[src/rtl/decoder_seq.sv]
// Registered N-to-2^N one-hot decoder with LATCH, PULSE and SCAN modes.
// Every output is driven straight from a flop; Y polarity is set by ACTIVE_LOW.
module decoder_seq #(
    parameter int N          = 3,
    parameter int DWELL      = 4,
    parameter bit ACTIVE_LOW = 1'b0
) (
    input  logic            clk,
    input  logic            rst,
    input  logic [N-1:0]    A,
    input  logic            E,
    input  logic [1:0]      mode,
    output logic [2**N-1:0] Y,
    output logic [N-1:0]    idx,
    output logic            wrap
);

    localparam int W  = 2**N;
    localparam int CW = (DWELL > 1) ? $clog2(DWELL) : 1;

    localparam logic [CW-1:0] CNT_LAST = CW'(DWELL - 1);
    localparam logic [N-1:0]  SIDX_TOP = '1;
    localparam logic [W-1:0]  POL_MASK = {W{ACTIVE_LOW}};

    typedef enum logic [1:0] {
        M_LATCH = 2'b00,
        M_PULSE = 2'b01,
        M_SCAN  = 2'b10,
        M_RSVD  = 2'b11
    } mode_e;

    logic          r_e_q;
    mode_e         r_mode_q;
    logic [CW-1:0] r_cnt;
    logic [N-1:0]  r_sidx;
    logic          r_top;
    logic [W-1:0]  r_y;
    logic [N-1:0]  r_idx;
    logic          r_wrap;

    mode_e         w_mode;
    logic [CW-1:0] w_cnt;
    logic [N-1:0]  w_sidx;
    logic          w_top;
    logic [W-1:0]  w_y;
    logic [N-1:0]  w_idx;
    logic          w_wrap;

    function automatic logic [W-1:0] onehot(input logic [N-1:0] sel);
        logic [W-1:0] v;
        v = '0;
        v[sel] = 1'b1;
        return v;
    endfunction

    assign w_mode = mode_e'(mode);

    always_comb begin
        w_y    = '0;
        w_idx  = r_idx;
        w_wrap = 1'b0;
        w_cnt  = r_cnt;
        w_sidx = r_sidx;
        w_top  = r_top;

        if (w_mode != r_mode_q) begin
            // A mode change only clears state; a coincident E edge is consumed.
            w_cnt  = '0;
            w_sidx = '0;
            w_top  = 1'b0;
        end else begin
            case (w_mode)
                M_LATCH: begin
                    if (E) begin
                        w_y   = onehot(A);
                        w_idx = A;
                    end
                end
                M_PULSE: begin
                    if (E && !r_e_q) begin
                        w_y   = onehot(A);
                        w_idx = A;
                    end
                end
                M_SCAN: begin
                    if (E) begin
                        w_y    = onehot(r_sidx);
                        w_idx  = r_sidx;
                        // r_top remembers that channel 0 is being re-entered from the top.
                        w_wrap = (r_sidx == '0) && r_top;
                        if (r_sidx == '0)
                            w_top = 1'b0;
                        if (r_cnt == CNT_LAST) begin
                            w_cnt  = '0;
                            w_sidx = r_sidx + 1'b1;
                            if (r_sidx == SIDX_TOP)
                                w_top = 1'b1;
                        end else begin
                            w_cnt = r_cnt + 1'b1;
                        end
                    end
                end
                default: begin
                end
            endcase
        end
    end

    always_ff @(posedge clk) begin
        if (rst) begin
            r_e_q    <= 1'b0;
            r_mode_q <= M_LATCH;
            r_cnt    <= '0;
            r_sidx   <= '0;
            r_top    <= 1'b0;
            r_y      <= POL_MASK;
            r_idx    <= '0;
            r_wrap   <= 1'b0;
        end else begin
            r_e_q    <= E;
            r_mode_q <= w_mode;
            r_cnt    <= w_cnt;
            r_sidx   <= w_sidx;
            r_top    <= w_top;
            r_y      <= w_y ^ POL_MASK;
            r_idx    <= w_idx;
            r_wrap   <= w_wrap;
        end
    end

    assign Y    = r_y;
    assign idx  = r_idx;
    assign wrap = r_wrap;

endmodule

[config.mk]
export PLATFORM = sky130hd
export DESIGN_NAME = decoder_seq
export DESIGN_NICKNAME = d
export VERILOG_FILES = /design/src/rtl/decoder_seq.sv
export SDC_FILE = /design/constraint.sdc
export NUM_CORES = 1
export LEC_CHECK = 0
export ABC_AREA = 1
export ABC_CLOCK_PERIOD_IN_PS = 1200
export CORE_ASPECT_RATIO = 1.2
export CORE_MARGIN = 4
export CORE_UTILIZATION = 31
export CTS_BUF_LIST = sky130_fd_sc_hd__clkbuf_2 sky130_fd_sc_hd__clkbuf_4 sky130_fd_sc_hd__clkbuf_8
export CTS_CLUSTER_SIZE = 30
export DETAILED_ROUTE_END_ITERATION = 16
export SKIP_LAST_GASP = 1
export SYNTH_ARGS = -nofsm -noshare
export SYNTH_HDL_FRONTEND = slang
export SYNTH_SLANG_ARGS = --single-unit
[constraint.sdc]
create_clock -name clk -period 1.2 [get_ports clk]
set_input_delay 0.3 -clock clk [delete_from_list [all_inputs] [get_ports clk]]
set_output_delay 0.3 -clock clk [all_outputs]
set_load 0.005 [all_outputs]
**Word level (Yosys, flattened, before mapping)**

Cells that the tools add are included.

- Add/sub/neg operators: 2
- Magnitude comparators: 4
- Equal/unequal tests: 8
- Muxes and demuxes: 16
- Bitwise operators: 3
- Reductions and logical operators: 13

Operators by type and width:

| kind | number |
|---|---|
| $mux 8 | 3 |
| $pmux 8 s3 | 1 |
| $mux 3 | 3 |
| $pmux 3 s3 | 1 |
| $lt 3x4->1 const B | 2 |
| $demux 1 s3 | 2 |
| $ge 3x1->1 const B | 2 |
| $ne 2x2->1 const B | 3 |
| $mux 1 | 5 |
| $reduce_and 5->1 | 1 |
| $eq 2x2->1 const B | 2 |
| $logic_and 1x1->1 | 4 |
| $reduce_or 4->1 | 1 |
| $add 3x1->3 const B | 1 |
| $eq 3x3->1 const B | 1 |
| $logic_not 3->1 | 1 |
| $not 1->1 | 3 |
| $reduce_and 3->1 | 1 |
| $reduce_bool 3->1 | 1 |
| $add 2x1->2 const B | 1 |
| $eq 2x1->1 const B | 1 |
| $logic_not 2->1 | 1 |
| $mux 2 | 1 |
| $ne 2x2->1 | 1 |
| 3 further kinds | 3 |

- Flip-flop bits (word level): 21
- Input port bits: 8
- Output and inout port bits: 12
- Logic and storage cells: 54

**Logic depth before layout (Yosys ltp)**

Gate-level depths: netlist of run 1.

- Word-level depth: 6
- Depth in mapped cells: 9

**Worst setup path before layout of run 1**

Ideal clock, no wire load.

- Kind: register to register
- From: register r_sidx[0]
- To: register r_sidx[2]
- Setup time: 117 ps
- Arrival: 917 ps
- Path slack: 165 ps
- Cell stages (with the launch flop): 5
- Period minus slack after synthesis: 1035 ps
- Cells stage by stage: dfxtp_1 ha_1 ha_1 nand2_1 a21oi_1

- Longest elaborated chain between the ends: 1

Ends and longest elaborated chain:

| item | RTL line | source |
|---|---|---|
| start, declared | 35 | `logic [N-1:0] r_sidx;` |
| start signal, assigned | 123 | `r_sidx <= w_sidx;` |
| $add 3x1->3 | 95 | `w_sidx = r_sidx + 1'b1;` |

No other way between the ends.
A chain may end at the register's enable or synchronous reset.

**Worst setup path after layout of run 1**

- From: register r_idx[0], in the netlist idx[0]
- To: output port idx[0]

RTL lines:

| item | RTL line | source |
|---|---|---|
| start, declared | 38 | `logic [N-1:0] r_idx;` |
| start signal, assigned | 126 | `r_idx <= w_idx;` |
| end, declared | 14 | `output logic [N-1:0] idx,` |

No word-level cell between the ends.

==> results.sh, run 1 <==
export IMPL_fin_tns_setup_ns=0
export IMPL_grt_pass1_wl_microns=3660
export IMPL_synth_simple_gate_area_share_pct=39.4
export IMPL_pin_count=20
export IMPL_place_detailed_instances=208
export IMPL_worstRegToRegCells=4
export IMPL_place_detailed_hpwl_microns=1730
export IMPL_synth_xor_area_share_pct=0
export IMPL_fillCellCount=314
export IMPL_post_synthesis_compound_gate_area_fraction_pct=8.30
export IMPL_met3_wirelength_microns=94
export IMPL_antenna_found_initial=0
export IMPL_via_per_inst=4.51
export IMPL_worstReg2RegStart="r_sidx[0]"
export IMPL_reported_leakage_power_uw=0.000640
export IMPL_fmaxAchievable_ghz=0.881
export IMPL_standard_cell_area_after_detailed_placement_sq_um=1380
export IMPL_clk_latency_ns=0.30
export IMPL_detailedRoute_firstPassIterationCount=4
export IMPL_floorplan_initialDensity_pct=33.3
export IMPL_highest_signal_layer="met4"
export IMPL_synth_largest_area_cell="dfxtp_1"
export IMPL_grt_use_total_pct=10.7
export IMPL_cpLargestDelayFamily="flip-flops"
export IMPL_pin_count_of_the_biggest_net_entering_global_routing=13
export IMPL_cts_clk_slew_worst_paths_ns=0.12
export IMPL_dr_total_vias=957
export IMPL_avgRoutedWirePerCell_microns=10.1
export IMPL_htree_levels=1
export IMPL_final_period_minus_worst_setup_slack_ns=1.14
export IMPL_chipWidth_microns=61.3
export IMPL_pre_cts_slack_ns=-0.380
export IMPL_synth_fa_ha_area_share_pct=4.74
export IMPL_worstSetupEndpointType="output pin"
export IMPL_maximum_fanout_along_the_worst_path=2
export IMPL_synth_seq_cells=21
export IMPL_m1WireLength_microns=990
export IMPL_post_route_drc_count=0
export IMPL_hold_violations=0
export IMPL_max_slew_margin_rel_pct=85.9
export IMPL_synthToLayoutAreaGrowth_pct=34.4
export IMPL_clock_skew_ns=0.00163
export IMPL_synthesized_area_per_cell_sq_um=7.48
export IMPL_worstSetupStartpoint="idx[0]"
export IMPL_grt_pass1_vias=895
export IMPL_grt_setup_unrepaired="no"
export IMPL_grt_overflow_total=0
export IMPL_worstSetupPathType="reg2out"
export IMPL_post_route_fraction_of_the_period_consumed_by_the_critical_path_pct=94.6
export IMPL_cts_hold_buf=0
export IMPL_synth_top_cell_area_share_pct=39.9
export IMPL_synth_area_leaders="dfxtp_1 (40%), nand2_1 (14%), inv_1 (6.0%)"
export IMPL_p_comb_share_pct=14.7
export IMPL_drt_iter0_markers=34
export IMPL_worstPathRequired_ns=0.90
export IMPL_timing_max_cap_violations=0
export IMPL_floorplan_die_area_sq_um=4400
export IMPL_cts_tree="built"
export IMPL_cell_count_after_synthesis=141
export IMPL_place_congestion=0.798
export IMPL_cp_buffers_inverters=1
export IMPL_place_port_buffers=19
export IMPL_fin_nets=189
export IMPL_netlist_area_sq_um=1050
export IMPL_dominant_combinational_cell_family_by_area_after_synthesis="simple AND/OR/NAND/NOR gates"
export IMPL_r2r_end="r_sidx[2]"
export IMPL_synthMuxAreaShare_pct=0
export IMPL_critPathArrivalTime_ns=0.84
export IMPL_slew_viol_final=0
export IMPL_worst_setup_path_start_kind="flop"
export IMPL_final_setup_viol_count=0
export IMPL_syn_num_nets=153
export IMPL_antenna_diode_count=0
export IMPL_worstPathCellList="clkdlybuf4s15_1"
export IMPL_worst_path_stages=1
export IMPL_internal_power_uw=912
export IMPL_switching_share_pct=26.2
export IMPL_postRouteAntennaNets=0
export IMPL_ys_types=19
export IMPL_row_count=22
export IMPL_ir_worst_vdd_v=0.000488
export IMPL_critical_path_max_stage_delay_ns=0.34
export IMPL_dr_wl_met2_microns=1030
export IMPL_ff2ff_setup_slack_ns=0.13
export IMPL_power_sequential_fraction_pct=57.7
export IMPL_cellPowerDensity_nw_per_um2=872
export IMPL_pnr_worst_setup_slack_ns=0.0648
export IMPL_power_switching_uw=324
export IMPL_timing_worst_slew_pin_value_ns=0.212
export IMPL_tritoncts_num_buffers=3
export IMPL_seq_area_frac_synth_pct=39.9
export IMPL_clk_path_buf_depth=2
export IMPL_critical_path_slowest_cell="dfxtp_2"
export IMPL_endpoint="idx[0]"
export IMPL_cts_sink_count=21
export IMPL_cts_root_buffer="clkbuf_4"
export IMPL_holdCritPathClass="in2reg"
export IMPL_finalHoldWorstSlack_ns=0.464
export IMPL_finish_cell_count_without_fillers=212
export IMPL_drt_total_wl_microns=2140
export IMPL_power_clock_fraction_pct=27.6
export IMPL_synth_warnings=0
export IMPL_status="completed"
export IMPL_fin_area_sq_um=1420
export IMPL_drive_above_1_share_pct=25.6
export IMPL_chipHeight_microns=71.9
export IMPL_design_core_area_sq_um=3170
-- power by group through the flow --
stage / Sequential, uW / Clock, uW / Combinational, uW
floorplan: 729 / 0 / 93.9
global placement: 729 / 0 / 184
detailed placement: 729 / 0 / 187
CTS: 714 / 362 / 182
global route: 715 / 390 / 201
finish: 714 / 341 / 181
-- cells in the final DEF, fill, tap and decap left out, types with 4 or more instances in the layout --
cell type | netlist | routed
nand2_2 | 5 | 5
dfxtp_2 | 0 | 8
a21oi_1 | 11 | 11
buf_4 | 0 | 12
nand3_1 | 6 | 6
dfxtp_1 | 21 | 13
nand2_1 | 40 | 40
clkdlybuf4s50_1 | 0 | 4
inv_1 | 17 | 17
clkdlybuf4s15_1 | 0 | 12
ha_1 | 4 | 4
nor2_1 | 16 | 16
-- synthesized netlist by cell type, drive strengths merged --
| cell | n |
|---|---|
| a21oi | 13 |
| dfxtp | 21 |
| nand4 | 3 |
| o21ai | 3 |
| ha | 4 |
| nand2 | 47 |
| nor3b | 1 |
| inv | 19 |
| nand3 | 8 |
| clkinv | 2 |
| nor2 | 20 |
-- how the worst min path moves through the flow --
stage,depth (start not counted),startpoint,to
3_5_place_dp,2,r_top,r_top
4_1_cts,2,r_top,r_top
5_1_grt,4,E,r_e_q
2_1_floorplan,1,rst,r_e_q
6_report,4,E,r_e_q
3_3_place_gp,2,r_top,r_top
-- sequential cells by signal, summed over array words and instances (netlist names) --
signal and cells:
idx 3, r_e_q 1, wrap 1, r_sidx 3
Y 8, r_mode_q 2, r_top 1, r_cnt 2
-- routing by layer --
| metal | up-vias | GRT usage, % |
|---|---|---|
| li1 | 508 | - |
| met1 | 424 | 12.4 |
| met2 | 23 | 19.1 |
| met3 | 2 | 2.14 |
| met4 | 0 | 3.61 |
| met5 | - | 0 |
-- kinds of logic (layout without fill, tap and decap cells) --
family	Yosys count	in the layout
buffers and inverters	21	56
AO/OA/AOI/OAI	16	16
AND/OR/NAND/NOR	79	79
adder cells (fa/ha/maj)	4	4
flip-flops	21	21
-- repair_timing --
item | in CTS | in global routing
buffers inserted | 0 | 0
setup endpoints to repair | 25 | 23
gates resized for setup | 18 | 18
-- final cells by class --
class / count / area, sq um / area share, %
Timing Repair Buffer: 31 / 280 / 19.8
Multi-Input combinational cell: 99 / 553 / 39.0
Inverter: 21 / 81.3 / 5.74
Clock buffer: 3 / 22.5 / 1.59
Sequential cell: 21 / 430 / 30.4
Clock inverter: 1 / 5.00 / 0.353
Tap cell: 36 / 45.0 / 3.18
-- worst reg2reg max path: stages (launching register included) --
cell and delay (ns):
dfxtp_2 0.38, ha_1 0.21, ha_1 0.27, nand2_1 0.05, a21oi_1 0.10
-- metrics by stage --
stage	utilization [%]	power, uW
floorplan	-	823
global placement	43.6	912
detailed placement	43.6	916
CTS	44.0	1260
global route	44.8	1310
finish	44.8	1240
(Power assumes the default switching activity.)
==> run 2, diff against run 1 <==
--- a/config.mk
+++ b/config.mk
@@ -6,7 +6,7 @@
 export NUM_CORES = 1
 export LEC_CHECK = 0
 export ABC_AREA = 1
-export ABC_CLOCK_PERIOD_IN_PS = 1200
+export ABC_CLOCK_PERIOD_IN_PS = 1400
 export CORE_ASPECT_RATIO = 1.2
 export CORE_MARGIN = 4
 export CORE_UTILIZATION = 31
==> constraint.sdc (replaced) <==
create_clock -name clk -period 1.4 [get_ports clk]
set_input_delay 0.35 -clock clk [delete_from_list [all_inputs] [get_ports clk]]
set_output_delay 0.35 -clock clk [all_outputs]
set_load 0.005 [all_outputs]
==> run 2 against run 1 <==
  * Cell area fell by 1.5%
  * Combinational power shrank 14%
  * Setup slack gained 0.034 ns
  * Wire length grew 0.23%
  * Critical path depth grew 7
  * Global-route usage rose by 0.38 points
  * Clock-buffer cell count unchanged
  * Clock power decreased by 11%
  * Clock skew increased by 0.0049 ns
  * Sequential power fell by 14%
  * Register-to-register slack better by 0.11 ns
  * Largest cell class unchanged
==> results.sh, run 2 (synthesis results as in run 1) <==
export IMPL_status="completed"
export IMPL_cts_tree="built"
export IMPL_avgRoutedWirePerCell_microns=10.1
export IMPL_cellPowerDensity_nw_per_um2=768
export IMPL_design_core_area_sq_um=3170
export IMPL_max_slew_margin_rel_pct=83.2
export IMPL_grt_overflow_total=0
export IMPL_floorplan_initialDensity_pct=33.3
export IMPL_htree_levels=1
export IMPL_drt_total_wl_microns=2140
export IMPL_final_period_minus_worst_setup_slack_ns=1.30
export IMPL_synthToLayoutAreaGrowth_pct=32.4
export IMPL_chipWidth_microns=61.3
export IMPL_floorplan_die_area_sq_um=4400
export IMPL_critical_path_slowest_cell="clkdlybuf4s50_1"
export IMPL_post_route_fraction_of_the_period_consumed_by_the_critical_path_pct=92.9
export IMPL_hold_violations=0
export IMPL_leading_cell_type_in_the_layout_fill_and_taps_excluded="nand2_1"
export IMPL_fin_nets=189
export IMPL_hold_path_endpoint="r_top"
export IMPL_place_congestion=0.795
export IMPL_maximum_fanout_along_the_worst_path=8
export IMPL_finalHoldWorstSlack_ns=0.476
export IMPL_critPathArrivalTime_ns=1.52
export IMPL_worstRegToRegCells=5
export IMPL_worst_setup_path_start_kind="primary input"
export IMPL_worstHoldPathCells=2
export IMPL_antenna_diode_count=0
export IMPL_r2r_end="r_top"
export IMPL_internal_power_uw=784
export IMPL_tritoncts_num_buffers=3
export IMPL_worstPathCellList="clkdlybuf4s50_1 > inv_1 > nand2_1 > nand2_4 > nand4_4 > inv_1 > nand2_1 > inv_1"
export IMPL_detailedRoute_firstPassIterationCount=4
export IMPL_antenna_found_initial=0
export IMPL_ff2ff_setup_slack_ns=0.24
export IMPL_cts_setup_buffers=0
export IMPL_postRouteAntennaNets=0
export IMPL_dr_total_vias=953
export IMPL_largest_reg_flops=8
export IMPL_power_clock_fraction_pct=28.3
export IMPL_cts_clk_slew_worst_paths_ns=0.12
export IMPL_chipHeight_microns=71.9
export IMPL_cp_buffers_inverters=4
export IMPL_slew_viol_final=0
export IMPL_power_sequential_fraction_pct=57.1
export IMPL_final_core_utilization_pct=44.1
export IMPL_fmaxAchievable_ghz=0.769
export IMPL_clock_skew_ns=0.00650
export IMPL_clk_latency_ns=0.31
export IMPL_final_setup_viol_count=0
export IMPL_crit_top_cell="inv_1"
export IMPL_p_comb_share_pct=14.6
export IMPL_reported_leakage_power_uw=0.000669
export IMPL_timing_worst_slew_pin_value_ns=0.252
export IMPL_critical_path_max_stage_delay_ns=0.59
export IMPL_worstPathRequired_ns=1.62
export IMPL_pre_cts_slack_ns=-0.233
export IMPL_worstSetupPathType="in2reg"
export IMPL_grt_use_total_pct=11.1
export IMPL_place_port_buffers=19
export IMPL_drt_iter0_markers=49
export IMPL_post_route_drc_count=0
export IMPL_holdCritPathClass="reg2reg"
export IMPL_pin_count_of_the_biggest_net_entering_global_routing=13
export IMPL_worstReg2RegStart="r_sidx[0]"
export IMPL_grt_pass1_vias=921
export IMPL_timing_max_cap_violations=0
export IMPL_power_switching_uw=288
export IMPL_pnr_worst_setup_slack_ns=0.0988
export IMPL_grt_pass1_wl_microns=3730
export IMPL_grt_setup_unrepaired="no"
export IMPL_pin_count=20
export IMPL_cpLargestDelayFamily="buffers and inverters"
export IMPL_cts_sink_count=21
export IMPL_drive_above_1_share_pct=22.7
export IMPL_worstSetupEndpointType="flop"
export IMPL_ir_worst_vdd_v=0.000431
export IMPL_worst_hold_startpoint="r_top"
export IMPL_row_count=22
export IMPL_clk_path_buf_depth=2
export IMPL_most_frequent_cells_in_the_layout="nand2_1 (40), dfxtp_1 (18), inv_1 (17)"
export IMPL_place_detailed_hpwl_microns=1720
export IMPL_cts_root_buffer="clkbuf_4"
export IMPL_via_per_inst=4.50
export IMPL_switching_share_pct=26.9
export IMPL_fillCellCount=302
[run 2: cell types whose count changed in the layout (fill, tap and decap cells not counted), sizes merged]
cell and delta:
dlygate4sd2 +10, dlymetal6s2s -1, clkdlybuf4s15 -12, clkdlybuf4s50 +3
[run 2: layer usage]
layer  track usage, %  up-vias  share of wire [%]
met1             12.7      424                 46
met2             18.6       16                 48
met5                0        -                  0
met4             5.54        0                1.8
li1                 -      509                  -
met3             2.85        4                4.5
[run 2: metrics by stage]
stage          total power [uW]  TNS [ns]  cell area (sq um)  std cells
6_report                   1070         0               1400        212
2_1_floorplan               705         0               1050        141
5_1_grt                    1120         0               1400        212
3_3_place_gp                782     -3.10               1380        208
3_5_place_dp                784     -3.52               1380        208
4_1_cts                    1090         0               1400        212
[run 2: cell type report]
class | instances | area (sq um) | share of cell area (%)
flip-flops and latches | 21 | 424 | 30.4
multi-input cells | 99 | 553 | 39.6
clock inverters | 1 | 5.00 | 0.358
clock buffers | 3 | 22.5 | 1.61
repair buffers | 31 | 265 | 19.0
well taps | 36 | 45.0 | 3.23
inverters | 21 | 81.3 | 5.82
[run 2: power groups by stage]
stage | clock network [uW] | registers, uW | logic (uW)
2_1_floorplan | 0 | 625 | 80.5
3_3_place_gp | 0 | 625 | 158
3_5_place_dp | 0 | 625 | 160
4_1_cts | 317 | 612 | 157
5_1_grt | 333 | 613 | 172
6_report | 304 | 612 | 156
[run 2: worst register-to-register path, delay by kind of cell, from the launching register on]
kind	cells	cell delay (ns)
buffers and inverters	1	0.10
AOI/OAI and AO/OA	1	0.11
adders and majority gates	1	0.20
DFF	1	0.48
and+or+nand+nor	2	0.21
[run 2: how the worst max path moves through the flow]
stage / startpoint / endpoint / cells past startpoint
CTS: mode[1] / Y[3] / 8
detailed placement: mode[1] / Y[3] / 8
finish: mode[1] / Y[3] / 8
floorplan: r_sidx[0] / r_sidx[2] / 4
global placement: mode[1] / Y[3] / 8
global route: mode[1] / Y[3] / 8
[run 2: what timing repair did]
item | CTS | global route
gates resized for setup | 15 | 0
setup endpoints to repair | 12 | 0
hold buffers | 0 | 0
